==> src/rtl/fifo_rr_arbiter_if.sv <==
// -----------------------------------------------------------------------------
// fifo_rr_arbiter_if
// Bundles the requester-side and FIFO-side handshake of fifo_rr_arbiter.
//   req_valid  [NREQ]      per-requester beat valid
//   req_data   [NREQ*DW]   requester i at [i*DW +: DW], bit DW-1 = last
//   req_ready  [NREQ]      per-requester accept
//   out_valid / out_data / out_id   registered beat towards the FIFO
//   out_ready              FIFO upstream ready
//   locked                 a packet is in progress, grant held
// Modports: slave = arbiter side, master = requesters/FIFO side.
// -----------------------------------------------------------------------------
interface fifo_rr_arbiter_if #(
  parameter int NREQ = 4,
  parameter int DW   = 33,
  parameter int IDW  = 2
);
  logic [NREQ-1:0]    req_valid;
  logic [NREQ*DW-1:0] req_data;
  logic [NREQ-1:0]    req_ready;
  logic               out_valid;
  logic [DW-1:0]      out_data;
  logic [IDW-1:0]     out_id;
  logic               out_ready;
  logic               locked;

  modport slave (
    input  req_valid, req_data, out_ready,
    output req_ready, out_valid, out_data, out_id, locked
  );

  modport master (
    output req_valid, req_data, out_ready,
    input  req_ready, out_valid, out_data, out_id, locked
  );
endinterface

==> src/rtl/fifo_rr_arbiter.sv <==
// -----------------------------------------------------------------------------
// fifo_rr_arbiter
// Packet-aware round-robin N-to-1 arbiter feeding the upstream port of the
// 33-bit synchronous FIFO through a one-deep registered output stage.
// Ports:
//   clk   clock, rising edge
//   nrst  asynchronous active-low reset
//   arb   fifo_rr_arbiter_if.slave (requester handshakes, FIFO handshake,
//         locked status)
// -----------------------------------------------------------------------------
module fifo_rr_arbiter #(
  parameter int NREQ = 4,
  parameter int DW   = 33,
  parameter int IDW  = 2
) (
  input  logic              clk,
  input  logic              nrst,
  fifo_rr_arbiter_if.slave  arb
);

  typedef enum logic {
    ST_UNLOCKED = 1'b0,
    ST_LOCKED   = 1'b1
  } state_t;

  state_t         r_state;
  state_t         w_state_next;
  logic [IDW-1:0] r_owner;
  logic [IDW-1:0] r_rr_ptr;
  logic           r_out_valid;
  logic [DW-1:0]  r_out_data;
  logic [IDW-1:0] r_out_id;

  logic [DW-1:0]   w_beat [NREQ];
  logic [NREQ-1:0] w_gnt;
  logic [NREQ-1:0] w_ready;
  logic [IDW-1:0]  w_gnt_idx;
  logic [DW-1:0]   w_sel_beat;
  logic            w_load_en;
  logic            w_xfer;
  logic            w_last;

  // Unpack the flat requester data bus into one beat per requester.
  generate
    for (genvar gi = 0; gi < NREQ; gi++) begin : g_unpack
      assign w_beat[gi] = arb.req_data[gi*DW +: DW];
    end
  endgenerate

  // The output stage can take a beat when empty or draining this cycle.
  assign w_load_en = !r_out_valid | arb.out_ready;

  // Grant selection. While locked only the owner may be granted. While
  // unlocked the scan runs from the farthest offset down to offset 0 so the
  // requester nearest rr_ptr is the last to be assigned and therefore wins.
  always_comb begin : p_grant
    int             idx;
    logic [IDW-1:0] idx_w;
    w_gnt     = '0;
    w_gnt_idx = r_owner;
    idx       = 0;
    idx_w     = '0;
    if (r_state == ST_LOCKED) begin
      w_gnt[r_owner] = arb.req_valid[r_owner];
    end else begin
      for (int off = NREQ - 1; off >= 0; off--) begin
        idx = int'(r_rr_ptr) + off;
        if (idx >= NREQ) begin
          idx = idx - NREQ;
        end
        idx_w = IDW'(idx);
        if (arb.req_valid[idx_w]) begin
          w_gnt        = '0;
          w_gnt[idx_w] = 1'b1;
          w_gnt_idx    = idx_w;
        end
      end
    end
  end

  // A grant bit is only ever set for a valid requester, so any ready bit
  // implies a transfer.
  assign w_ready       = nrst ? (w_gnt & {NREQ{w_load_en}}) : '0;
  assign arb.req_ready = w_ready;
  assign w_xfer        = |w_ready;
  assign w_sel_beat    = w_beat[w_gnt_idx];
  assign w_last        = w_sel_beat[DW-1];

  // Lock state register.
  always_ff @(posedge clk or negedge nrst) begin
    if (!nrst) begin
      r_state <= ST_UNLOCKED;
    end else begin
      r_state <= w_state_next;
    end
  end

  // Lock next-state. A single-beat packet never enters LOCKED.
  always_comb begin
    w_state_next = r_state;
    case (r_state)
      ST_UNLOCKED: if (w_xfer && !w_last) w_state_next = ST_LOCKED;
      ST_LOCKED:   if (w_xfer &&  w_last) w_state_next = ST_UNLOCKED;
      default:     w_state_next = ST_UNLOCKED;
    endcase
  end

  // Output register, owner and round-robin pointer.
  always_ff @(posedge clk or negedge nrst) begin
    if (!nrst) begin
      r_out_valid <= 1'b0;
      r_out_data  <= '0;
      r_out_id    <= '0;
      r_owner     <= '0;
      r_rr_ptr    <= '0;
    end else begin
      if (w_xfer) begin
        r_out_valid <= 1'b1;
        r_out_data  <= w_sel_beat;
        r_out_id    <= w_gnt_idx;
      end else if (arb.out_ready) begin
        r_out_valid <= 1'b0;
      end
      if (w_xfer && (r_state == ST_UNLOCKED) && !w_last) begin
        r_owner <= w_gnt_idx;
      end
      // Pointer wraps at NREQ, not at 2**IDW.
      if (w_xfer && w_last) begin
        r_rr_ptr <= (w_gnt_idx == IDW'(NREQ - 1)) ? '0 : w_gnt_idx + 1'b1;
      end
    end
  end

  assign arb.out_valid = r_out_valid;
  assign arb.out_data  = r_out_data;
  assign arb.out_id    = r_out_id;
  assign arb.locked    = (r_state == ST_LOCKED);

endmodule

==> src/flat_wrapper.sv <==
// flat-port wrapper written by rule: the top's interface ports become plain ports
module fifo_rr_arbiter_flat 
#(
  parameter int NREQ = 4,
  parameter int DW   = 33,
  parameter int IDW  = 2
)
  (clk, nrst, arb_req_valid, arb_req_data, arb_out_ready, arb_req_ready, arb_out_valid, arb_out_data, arb_out_id, arb_locked);
  fifo_rr_arbiter_if #(.NREQ(NREQ), .DW(DW), .IDW(IDW)) arb_i ();
  input  logic clk;
  input  logic nrst;
  input wire logic [$bits(arb_i.req_valid)-1:0] arb_req_valid;
  input wire logic [$bits(arb_i.req_data)-1:0] arb_req_data;
  input wire logic [$bits(arb_i.out_ready)-1:0] arb_out_ready;
  output wire logic [$bits(arb_i.req_ready)-1:0] arb_req_ready;
  output wire logic [$bits(arb_i.out_valid)-1:0] arb_out_valid;
  output wire logic [$bits(arb_i.out_data)-1:0] arb_out_data;
  output wire logic [$bits(arb_i.out_id)-1:0] arb_out_id;
  output wire logic [$bits(arb_i.locked)-1:0] arb_locked;
  assign arb_i.req_valid = arb_req_valid;
  assign arb_i.req_data = arb_req_data;
  assign arb_i.out_ready = arb_out_ready;
  assign arb_req_ready = arb_i.req_ready;
  assign arb_out_valid = arb_i.out_valid;
  assign arb_out_data = arb_i.out_data;
  assign arb_out_id = arb_i.out_id;
  assign arb_locked = arb_i.locked;
  fifo_rr_arbiter #(.NREQ(NREQ), .DW(DW), .IDW(IDW)) u_core (.clk(clk), .nrst(nrst), .arb(arb_i));
endmodule
==> config.mk <==
export PLATFORM = sky130hd
export DESIGN_NAME = fifo_rr_arbiter_flat
export DESIGN_NICKNAME = d
export VERILOG_FILES = /design/src/rtl/fifo_rr_arbiter_if.sv /design/src/rtl/fifo_rr_arbiter.sv /design/src/flat_wrapper.sv
export SDC_FILE = /design/constraint.sdc
export NUM_CORES = 1
export LEC_CHECK = 0
export BUFFER_PORTS_ARGS = -buffer_cell sky130_fd_sc_hd__buf_4
export CAP_MARGIN = 20
export CORE_MARGIN = 4
export CORE_UTILIZATION = 40
export DETAILED_ROUTE_END_ITERATION = 12
export MAX_ROUTING_LAYER = met4
export PLACE_DENSITY_LB_ADDON = 0.2
export SLEW_MARGIN = 25
export SYNTH_ARGS = -nofsm -noshare
export SYNTH_HDL_FRONTEND = slang
export SYNTH_SLANG_ARGS = --single-unit
==> constraint.sdc <==
create_clock -name clk -period 4.45 [get_ports clk]
set_input_delay 0.2225 -clock clk [delete_from_list [all_inputs] [get_ports clk]]
set_output_delay 0.2225 -clock clk [all_outputs]
set_load 0.05 [all_outputs]
**Word level (Yosys, flattened, before mapping)**

Index checks and enable logic that the tools add are counted.

- Register bits: 41
- Input port bits: 139
- Logic and storage cells: 96

- Add/subtract/negate cells: 8
- Magnitude comparators: 15
- Equality and inequality tests: 1
- Multiplexer cells: 48
- Bitwise logic cells: 5
- Reduce and logical (&&, ||, !) cells: 13

Operator list:

| cell | count |
|---|---|
| binary-select mux 33 bit (select 2 bit) | 1 |
| 2-to-1 mux 33 bit | 2 |
| 2-to-1 mux 2 bit | 14 |
| 2-to-1 mux 4 bit | 6 |
| less-than comparator 2 x 3 -> 1 bit (second input constant) | 5 |
| 2-to-1 mux 1 bit | 14 |
| greater-or-equal comparator 3 bit (second input constant) | 4 |
| binary-select mux 1 bit (select 2 bit) | 5 |
| demux 1 bit (select 2 bit) | 5 |
| greater-or-equal comparator 2 x 1 -> 1 bit (second input constant) | 5 |
| logical AND 1 bit | 9 |
| AND 4 bit | 2 |
| subtractor 2 x 1 -> 2 bit (second input constant) | 4 |
| adder 2 x 2 -> 3 bit (second input constant) | 2 |
| OR reduction 4 bit | 1 |
| adder 2 x 1 -> 3 bit (second input constant) | 1 |
| greater-or-equal comparator 2 x 3 -> 1 bit (second input constant) | 1 |
| inverter 2 -> 3 bit | 1 |
| adder 2 x 1 -> 2 bit (second input constant) | 1 |
| == test 2 bit (second input constant) | 1 |
| zero test 1 bit | 2 |
| one-hot mux 1 bit (2 select lines) | 1 |
| nonzero test 2 bit | 1 |
| inverter 1 bit | 1 |
| bitwise OR 1 bit | 1 |

**Logic depth before layout (Yosys ltp)**

Gate-level depths: netlist (run 1).

- Depth in word-level cells: 19
- Depth in mapped cells: 14
- Mapped depth without buffers: 10

**Least setup slack after synthesis (run 1)**

No wires, ideal clock.

- Kind: register to register
- From: register u_core.r_rr_ptr[0]
- To: register u_core.r_owner[0]
- Arrival time: 3.849 ns
- Data required time: 4.325 ns
- Setup slack: 0.476 ns
- Stages on the path, launching flop included: 13
- Path buffers: 3
- Clock period less this slack: 3.974 ns
- Path through: dfrtp_1 -> buf_2 -> buf_2 -> inv_1 -> ha_1 -> buf_2 -> mux4_2 -> nor2b_1 -> nand2_1 -> a41oi_1 -> nor4_4 -> a211oi_1 -> mux2_2

- Cells in the longest elaborated chain, start to end: 18
- Elaborated cells between the ends (all ways): 67

RTL lines:

| element | RTL line | RTL |
|---|---|---|
| start, declared | fifo_rr_arbiter.sv:29 | `logic [IDW-1:0] r_rr_ptr;` |
| start signal, assigned | fifo_rr_arbiter.sv:129 | `r_rr_ptr <= (w_gnt_idx == IDW'(NREQ - 1)) ? '0 : w_gnt_idx + 1'b1;` |
| adder 2 x 2 -> 3 bit | fifo_rr_arbiter.sv:67 | `idx = int'(r_rr_ptr) + off;` |
| greater-or-equal comparator 3 bit / subtractor 2 x 1 -> 2 bit (equally long branches) | fifo_rr_arbiter.sv:68, fifo_rr_arbiter.sv:69 |  |
| 2-to-1 mux 2 bit | fifo_rr_arbiter.sv:68 | `if (idx >= NREQ) begin` |
| 2-to-1 mux 2 bit | fifo_rr_arbiter.sv:63 | `if (r_state == ST_LOCKED) begin` |
| less-than comparator 2 x 3 -> 1 bit (implied by the code) / greater-or-equal comparator 2 x 1 -> 1 bit (equally long branches) | fifo_rr_arbiter.sv:74 | `w_gnt[idx_w] = 1'b1;` |
| logical AND 1 bit (implied by the code) | fifo_rr_arbiter.sv:74 |  |
| 2-to-1 mux 1 bit (implied by the code) | fifo_rr_arbiter.sv:74 |  |
| demux 1 bit (select 2 bit) | -- |  |
| 2-to-1 mux 4 bit (3 in series) | fifo_rr_arbiter.sv:72 | `if (arb.req_valid[idx_w]) begin` |
| 2-to-1 mux 4 bit * | fifo_rr_arbiter.sv:72 |  |
| 2-to-1 mux 4 bit * | fifo_rr_arbiter.sv:63 |  |
| AND 4 bit * | fifo_rr_arbiter.sv:83 | `assign w_ready = nrst ? (w_gnt & {NREQ{w_load_en}}) : '0;` |
| 2-to-1 mux 4 bit * | fifo_rr_arbiter.sv:83 |  |
| net arb_req_ready[2] | flat_wrapper.sv:15 | `output wire logic [$bits(arb_i.req_ready)-1:0] arb_req_ready;` |
| OR reduction 4 bit * | fifo_rr_arbiter.sv:85 | `assign w_xfer = \|w_ready;` |
| logical AND 1 bit * (2 in series) | fifo_rr_arbiter.sv:124 | `if (w_xfer && (r_state == ST_UNLOCKED) && !w_last) begin` |
| end signal, assigned | fifo_rr_arbiter.sv:125 | `r_owner <= w_gnt_idx;` |
| end, declared | fifo_rr_arbiter.sv:28 | `logic [IDW-1:0] r_owner;` |

The timed path passes the listed nets; every way through them passes the cells marked *. The select of a mux whose other input is x is not followed.
A chain may end at the register's enable or synchronous reset.

**Worst setup path in the final report (run 1)**

- From: register u_core.r_rr_ptr[0]
- To: register u_core.r_rr_ptr[1]

- Elaborated cells between the ends (all ways): 68

RTL lines:

| element | RTL line | RTL |
|---|---|---|
| adder 2 x 2 -> 3 bit | fifo_rr_arbiter.sv:67 |  |
| greater-or-equal comparator 3 bit / subtractor 2 x 1 -> 2 bit (equally long branches) | fifo_rr_arbiter.sv:68, fifo_rr_arbiter.sv:69 |  |
| 2-to-1 mux 2 bit | fifo_rr_arbiter.sv:68 |  |
| 2-to-1 mux 2 bit | fifo_rr_arbiter.sv:63 |  |
| binary-select mux 1 bit (select 2 bit) | fifo_rr_arbiter.sv:72 |  |
| 2-to-1 mux 1 bit (implied by the code) | fifo_rr_arbiter.sv:72 |  |
| 2-to-1 mux 2 bit (3 in series) | fifo_rr_arbiter.sv:72 |  |
| 2-to-1 mux 2 bit * | fifo_rr_arbiter.sv:72 |  |
| 2-to-1 mux 2 bit * | fifo_rr_arbiter.sv:63 |  |
| net u_core.w_gnt_idx[0] | fifo_rr_arbiter.sv:37 | `logic [IDW-1:0] w_gnt_idx;` |
| inverter 2 -> 3 bit (implied by the code) | fifo_rr_arbiter.sv:86 | `assign w_sel_beat = w_beat[w_gnt_idx];` |
| binary-select mux 33 bit (select 2 bit) | fifo_rr_arbiter.sv:86 |  |
| 2-to-1 mux 33 bit (implied by the code) (2 in series) | fifo_rr_arbiter.sv:86 |  |
| logical AND 1 bit | fifo_rr_arbiter.sv:128 | `if (w_xfer && w_last) begin` |

Marks and branches as above.

==> results of run 1 <==
[per-layer routing]
metal / track usage, % / vias to the layer above / wire (µm)
met3: 4.24 / 20 / 781
li1: - / 1592 / -
met1: 24.1 / 1492 / 3950
met4: 6.63 / 0 / 269
met5: - / - / 0
met2: 34.3 / 150 / 5110
[worst max-delay path, delay by kind of cell (launching register included)]
family	cells	cell delay, ns
mux	2	0.90
simple gates	3	0.90
fa+ha+maj	1	0.52
compound gates	2	0.52
flops	1	0.35
buf+inv	2	0.28
[metrics by stage]
stage	setup slack (ns)	area [µm²]
6_report	0.877	4910
2_1_floorplan	0.476	3390
4_1_cts	0.874	4910
5_1_grt	0.600	4910
3_3_place_gp	1.01	4790
3_5_place_dp	0.905	4790
[cells in the final DEF (no fill, tap or decap), types with 2 or more instances in the layout]
master    synthesis  final
nand2b_1          2      2
mux2_2           38     38
inv_1             9      9
a21oi_1           6      6
clkbuf_8          0      6
buf_12            0      2
nand3_1           4      4
nand2_1          45     45
nor2b_1           3      3
o21ai_1          12     12
a211oi_1          6      6
dfrtp_1          41     41
a21boi_0          2      2
a41oi_1           3      3
o221ai_1          6      6
mux4_2            4      4
ha_1              9      9
mux2i_1          71     71
o211ai_1          2      2
nand3b_1          4      4
nor2_1            8      8
buf_4             9    183
o21ai_0          22     22
mux2_1            4      4
[logic make-up (layout without fill, tap and decap cells)]
kind of cell / count (synthesis) / count (layout) / synth area share, %
compound gates: 69 / 69 / 13.0
mux: 117 / 117 / 37.6
simple gates: 74 / 74 / 10.4
buf+inv: 37 / 203 / 5.39
fa+ha+maj: 9 / 9 / 3.32
flops: 41 / 41 / 30.3
[what timing repair did]
item | CTS | global route
gates resized for setup | 0 | 0
endpoints found under the hold margin | 41 | 0
hold buffers | 1 | 0
[power by group]
part	leakage (nW)	internal, mW	switching (mW)
logic	1.90	1.43	1.99
registers	0.498	0.584	0.125
clock network	0.0585	0.183	0.133
total	2.45	2.20	2.24
[layout make-up]
type	count	area share, %
clock inverter	1	0.611
timing repair buffer	186	29.0
inverter	9	0.688
sequential	41	20.9
clock buffer	7	1.76
multi-input combinational	269	44.4
tap	105	2.67
[worst paths after layout]
check                                          endpoint  depth (start not counted)
worst max-delay path                 u_core.r_rr_ptr[1]                         10
worst max register to register       u_core.r_rr_ptr[1]                         10
worst min register to register   u_core.arb.out_data[7]                          2
min in group asynchronous       u_core.arb.out_data[10]                          2
worst min-delay path               u_core.arb.out_valid                          3
max in group asynchronous       u_core.arb.out_data[30]                          2
[sequential cells by signal, summed over array words and instances, names as in the netlist, named ones only]
signal,flops
u_core.arb.out_id,2
u_core.arb.out_data,33
u_core.r_owner,2
u_core.r_rr_ptr,2
u_core.arb.out_valid,1
==> metrics.md, run 1 <==
| Metric | Value |
|---|---|
| Initial Utilization | `41.2%` |
| Most frequent cells after synthesis | `mux2i_1 (71), nand2_1 (45), dfrtp_1 (41)` |
| Post-synth top area share | `30.3%` |
| PortBufs | `179` |
| Largest net degree at the start of global routing | `59` |
| Gate Count Post-Synth | `347` |
| Die height | `100 µm` |
| Hold Path Origin | `arb_out_ready` |
| Worst hold path type | `input pin to register` |
| Final Max Slew Viols | `0` |
| Clock Path Buffers | `2` |
| Worst Setup End Kind | `register` |
| Syn avg cell area | `9.76 µm²` |
| Seq/Total Area, Yosys | `30.3%` |
| Worst path max stage delay | `0.55 ns` |
| Global-route wire length before repair | `15.9 mm` |
| Ant diodes | `0` |
| Synthesis-to-layout area growth | `45.1%` |
| Worst VDD drop | `0.434 mV` |
| Clk_skew | `0.00430 ns` |
| CP Class | `register to register` |
| Multi-input logic area | `2180 µm²` |
| Cell taking the most area after synthesis | `dfrtp_1` |
| Total GRT Usage | `20.3%` |
| Reg2Reg Launch Point | `u_core.r_rr_ptr[0]` |
| Worst path cell trace | `inv_1 -> ha_1 -> mux4_2 -> nor2b_1 -> o211ai_1 -> and2_4 -> inv_1 -> o211ai_1 -> nand3b_1 -> mux2_1` |
| Count leader, synth | `mux2i_1` |
| H-tree Lvls | `2` |
| Register area | `1030 µm²` |
| Synth warnings | `0` |
| Worst Max-Slew Pin Slew | `0.606 ns` |
| FMAX | `280 MHz` |
| RSZ-0062 raised after global routing | `no` |
| Yosys reg bits | `41` |
| Ports | `180` |
| Slowest-stage cell, CP | `mux4_2` |
| Mapped Area | `3390 µm²` |
| Die width | `100 µm` |
| Setup TNS Final | `0 ns` |
| Share of cells above drive strength 1 | `46.8%` |
| Final min period | `3.57 ns` |
| Clk_lat worst skew | `0.29 ns` |
| CTS buffer count | `5` |
| Fraction of registers with async set/reset | `100%` |
| Die area | `10000 µm²` |
| Leakage power | `2.45 nW` |
| Hold WS | `0.253 ns` |
| Pwr Total | `4.44 mW` |
| Final Non-Filler Cells | `618` |
| Core Region | `8220 µm²` |
| Row cnt | `33` |
| Crit Path Max Fanout | `29` |
| Final hold vios | `0` |
| Dpl cells | `609` |
| Post-Syn Nets | `495` |
| DR vias | `3254` |
| Worst rel slew slack | `59.6%` |
| Power Density | `904 nW/µm²` |
| Setup bufs post-CTS | `0` |
| Synth area leaders | `dfrtp_1 (30%), mux2i_1 (21%), mux2_2 (13%)` |
| Routed WL per cell | `16.4 µm` |
| Drc violations | `0` |
| Drt pass-1 iters | `4` |
| Placer congestion estimate | `0.962` |
| Post-synth EDFFs | `0` |
| Filler Cells Inserted | `724` |
| R2r setup slk | `0.88 ns` |
| Critical path required time | `4.63 ns` |
| Fin util | `59.8%` |
| CTS tree | `done` |
| Main synth FF type | `dfrtp_1` |
| Synth cell types | `43` |
| Outcome | `finished, final reports clean` |
| Detail Route Antenna Nets | `0` |
| Max cap viols | `0` |
| CTS Root Cell | `clkbuf_8` |
| Final setup vio count | `0` |
| Critical path startpoint | `u_core.r_rr_ptr[0]` |
| Final WL | `10.1 mm` |
| HPWL Detailed | `8.06 mm` |
| Reg clk slew, reported paths | `0.08 ns` |
| Initial drt markers | `112` |
| Worst Setup Start Kind | `register` |
| Number of global-route vias before repair | `3329` |
| Initial antenna violation count | `0` |
| WP data arrival | `3.75 ns` |
| Gr ovfl total | `0` |
| CTS Sinks | `41` |
| Final Cycle Share | `80.3%` |
| Nets | `660` |
| Vias per inst | `5.27` |
No activity file was read; power rests on OpenSTA's default activity.
==> run 2, diff against run 1 <==
- clock period: 4.45 -> 3 ns (I/O delays scaled with it)
==> run 2 against run 1 <==
  * Clock skew increased by 0.0047 ns
  * Sequential power increased by 54%
  * Utilization increased by 7.0 points
  * Via count increased by 5.8%
  * Critical path type unchanged
==> metrics.md, run 2 (same netlist as run 1, synthesis figures left out) <==
| Metric | Value |
|---|---|
| Outcome | `finished, final reports clean` |
| Routed WL per cell | `16.8 µm` |
| Largest net degree at the start of global routing | `42` |
| Sw Pwr | `3.76 mW` |
| Final min period | `2.97 ns` |
| Worst Max-Slew Pin Slew | `0.522 ns` |
| Initial drt markers | `84` |
| Reg clk slew, reported paths | `0.09 ns` |
| Post-DP Area | `5190 µm²` |
| Core Region | `8220 µm²` |
| Initial antenna violation count | `0` |
| Number of flip-flops in the largest register | `33` |
| Worst Setup Start Kind | `register` |
| CTS Sinks | `41` |
| Total GRT Usage | `22.2%` |
| Gr ovfl total | `0` |
| HPWL Detailed | `8.74 mm` |
| Drt pass-1 iters | `4` |
| Switching fraction of total power | `48.3%` |
| Initial Utilization | `41.2%` |
| CP Class | `register to register` |
| Hold path depth | `3` |
| Worst VDD drop | `0.705 mV` |
| Worst Setup End Kind | `register` |
| Hold Path Origin | `arb_out_ready` |
| Final Cell Area | `5490 µm²` |
| Ports | `180` |
| RSZ-0062 raised after global routing | `yes` |
| Global-route wire length before repair | `17.2 mm` |
| Cell Int Power | `4.03 mW` |
| Row cnt | `33` |
| Commonest non-fill, non-tap cells in the layout | `buf_4 (213), mux2i_1 (66), nand2_1 (43)` |
| WP data arrival | `3.16 ns` |
| Final hold vios | `0` |
| DR vias | `3442` |
| Final WL | `11.0 mm` |
| Vias per inst | `5.25` |
| Reg2Reg Launch Point | `u_core.r_rr_ptr[0]` |
| Hold Path End | `u_core.arb.out_valid` |
| Leakage power | `2.69 nW` |
| Crit Path Max Fanout | `5` |
| CTS tree | `done` |
| Placer congestion estimate | `0.869` |
| Clk_lat worst skew | `0.30 ns` |
| R2R cell count | `9` |
| Clock Path Buffers | `2` |
| Die area | `10000 µm²` |
| Final setup vio count | `0` |
| Share of cells above drive strength 1 | `56.1%` |
| Final Max Slew Viols | `0` |
| Max cap viols | `0` |
| Number of global-route vias before repair | `3638` |
| Clk pwr share | `4.9%` |
| Die height | `100 µm` |
| Die width | `100 µm` |
| Detail Route Antenna Nets | `0` |
| R2r setup slk | `0.03 ns` |
| Power Density | `1420 nW/µm²` |
| Critical path required time | `3.19 ns` |
| PortBufs | `179` |
| Final Cycle Share | `99.1%` |
| Sequential share of power | `13.9%` |
| Setup TNS Final | `0 ns` |
| CTS buffer count | `5` |
| FMAX | `336 MHz` |
| Commonest non-fill, non-tap cell in the layout | `buf_4` |
| Pwr Total | `7.79 mW` |
| Drc violations | `0` |
| Ant diodes | `0` |
| Nets | `698` |
| H-tree Lvls | `2` |
| CTS Root Cell | `clkbuf_8` |
| Crit Reg-Reg Endpoint | `u_core.r_rr_ptr[1]` |
| Worst rel slew slack | `65.2%` |
| Clk_skew | `0.00904 ns` |
| Combinational power share | `81.2%` |
| Worst hold path type | `input pin to register` |
| Synthesis-to-layout area growth | `62.0%` |
[run 2: changes by cell type in the layout (fill, tap and decap cells not counted), sizes merged]
cell,previous run,this run
bufinv,1,0
clkinv,0,1
clkinvlp,0,1
buf,185,221
inv,9,10
[run 2: critical path, stage by stage (launching register included)]
cell	delay (ns)
dfrtp_2	0.46
buf_4	0.15
mux4_2	0.50
or3b_4	0.45
o221ai_4	0.22
a41oi_4	0.06
nor4_4	0.28
buf_4	0.18
nand3b_1	0.24
mux2_4	0.33
[run 2: timing repair]
| action | CTS | global route |
|---|---|---|
| endpoints found under the setup margin | 22 | 39 |
| gates resized for setup | 2 | 25 |
| setup buffers | 1 | 6 |
| hold buffers | 1 | 0 |
| gates cloned | 0 | 2 |
| hold endpoints to repair | 41 | 0 |
| pin swaps | 1 | 7 |
[run 2: routing by layer]
| metal | global-route usage, % | vias up | wire [µm] |
|---|---|---|---|
| li1 | - | 1671 | - |
| met1 | 25.7 | 1619 | 4240 |
| met2 | 38.2 | 139 | 5720 |
| met3 | 6.05 | 13 | 866 |
| met4 | 6.01 | 0 | 174 |
| met5 | - | - | 0 |
[run 2: layout make-up]
type	instances	area (µm²)
Clock buffer	5	68.8
Fill cell	664	2730
Multi-Input combinational cell	269	2390
Inverter	9	41.3
Sequential cell	41	1030
Clock inverter	3	25.0
Timing Repair Buffer	224	1800
Tap cell	105	131
[run 2: worst max-delay path by stage]
| stage | startpoint | endpoint | slack, ns | cells after the start |
|---|---|---|---|---|
| 2_1_floorplan | u_core.r_rr_ptr[0] | u_core.r_rr_ptr[1] | -0.20 | 12 |
| 3_3_place_gp | u_core.r_rr_ptr[0] | u_core.r_owner[1] | 0.03 | 9 |
| 3_5_place_dp | u_core.r_rr_ptr[0] | u_core.r_owner[1] | -0.06 | 11 |
| 4_1_cts | u_core.r_rr_ptr[0] | u_core.r_rr_ptr[1] | 0.01 | 12 |
| 5_1_grt | u_core.r_rr_ptr[0] | register | -0.1 | 11 |
| 6_report | u_core.r_rr_ptr[0] | u_core.r_rr_ptr[1] | 0.03 | 9 |
[run 2: power groups by stage]
stage	Sequential [mW]	Clock (mW)	Combinational, mW
2_1_floorplan	1.90	0	3.42
4_1_cts	1.09	0.394	5.90
3_5_place_dp	1.09	0	5.86
5_1_grt	1.12	0.413	6.79
6_report	1.09	0.382	6.32
3_3_place_gp	1.08	0	5.75
[run 2: stage by stage]
stage	hold WS, ns	setup slack (ns)	std cells	util (%)
finish	0.192	0.0257	656	66.8
global route	0.216	-0.0960	656	66.8
CTS	0.183	0.0149	648	64.6
detailed placement	0.260	-0.0566	638	63.2
global placement	0.257	0.0329	638	63.2
floorplan	-0.146	-0.202	347	-
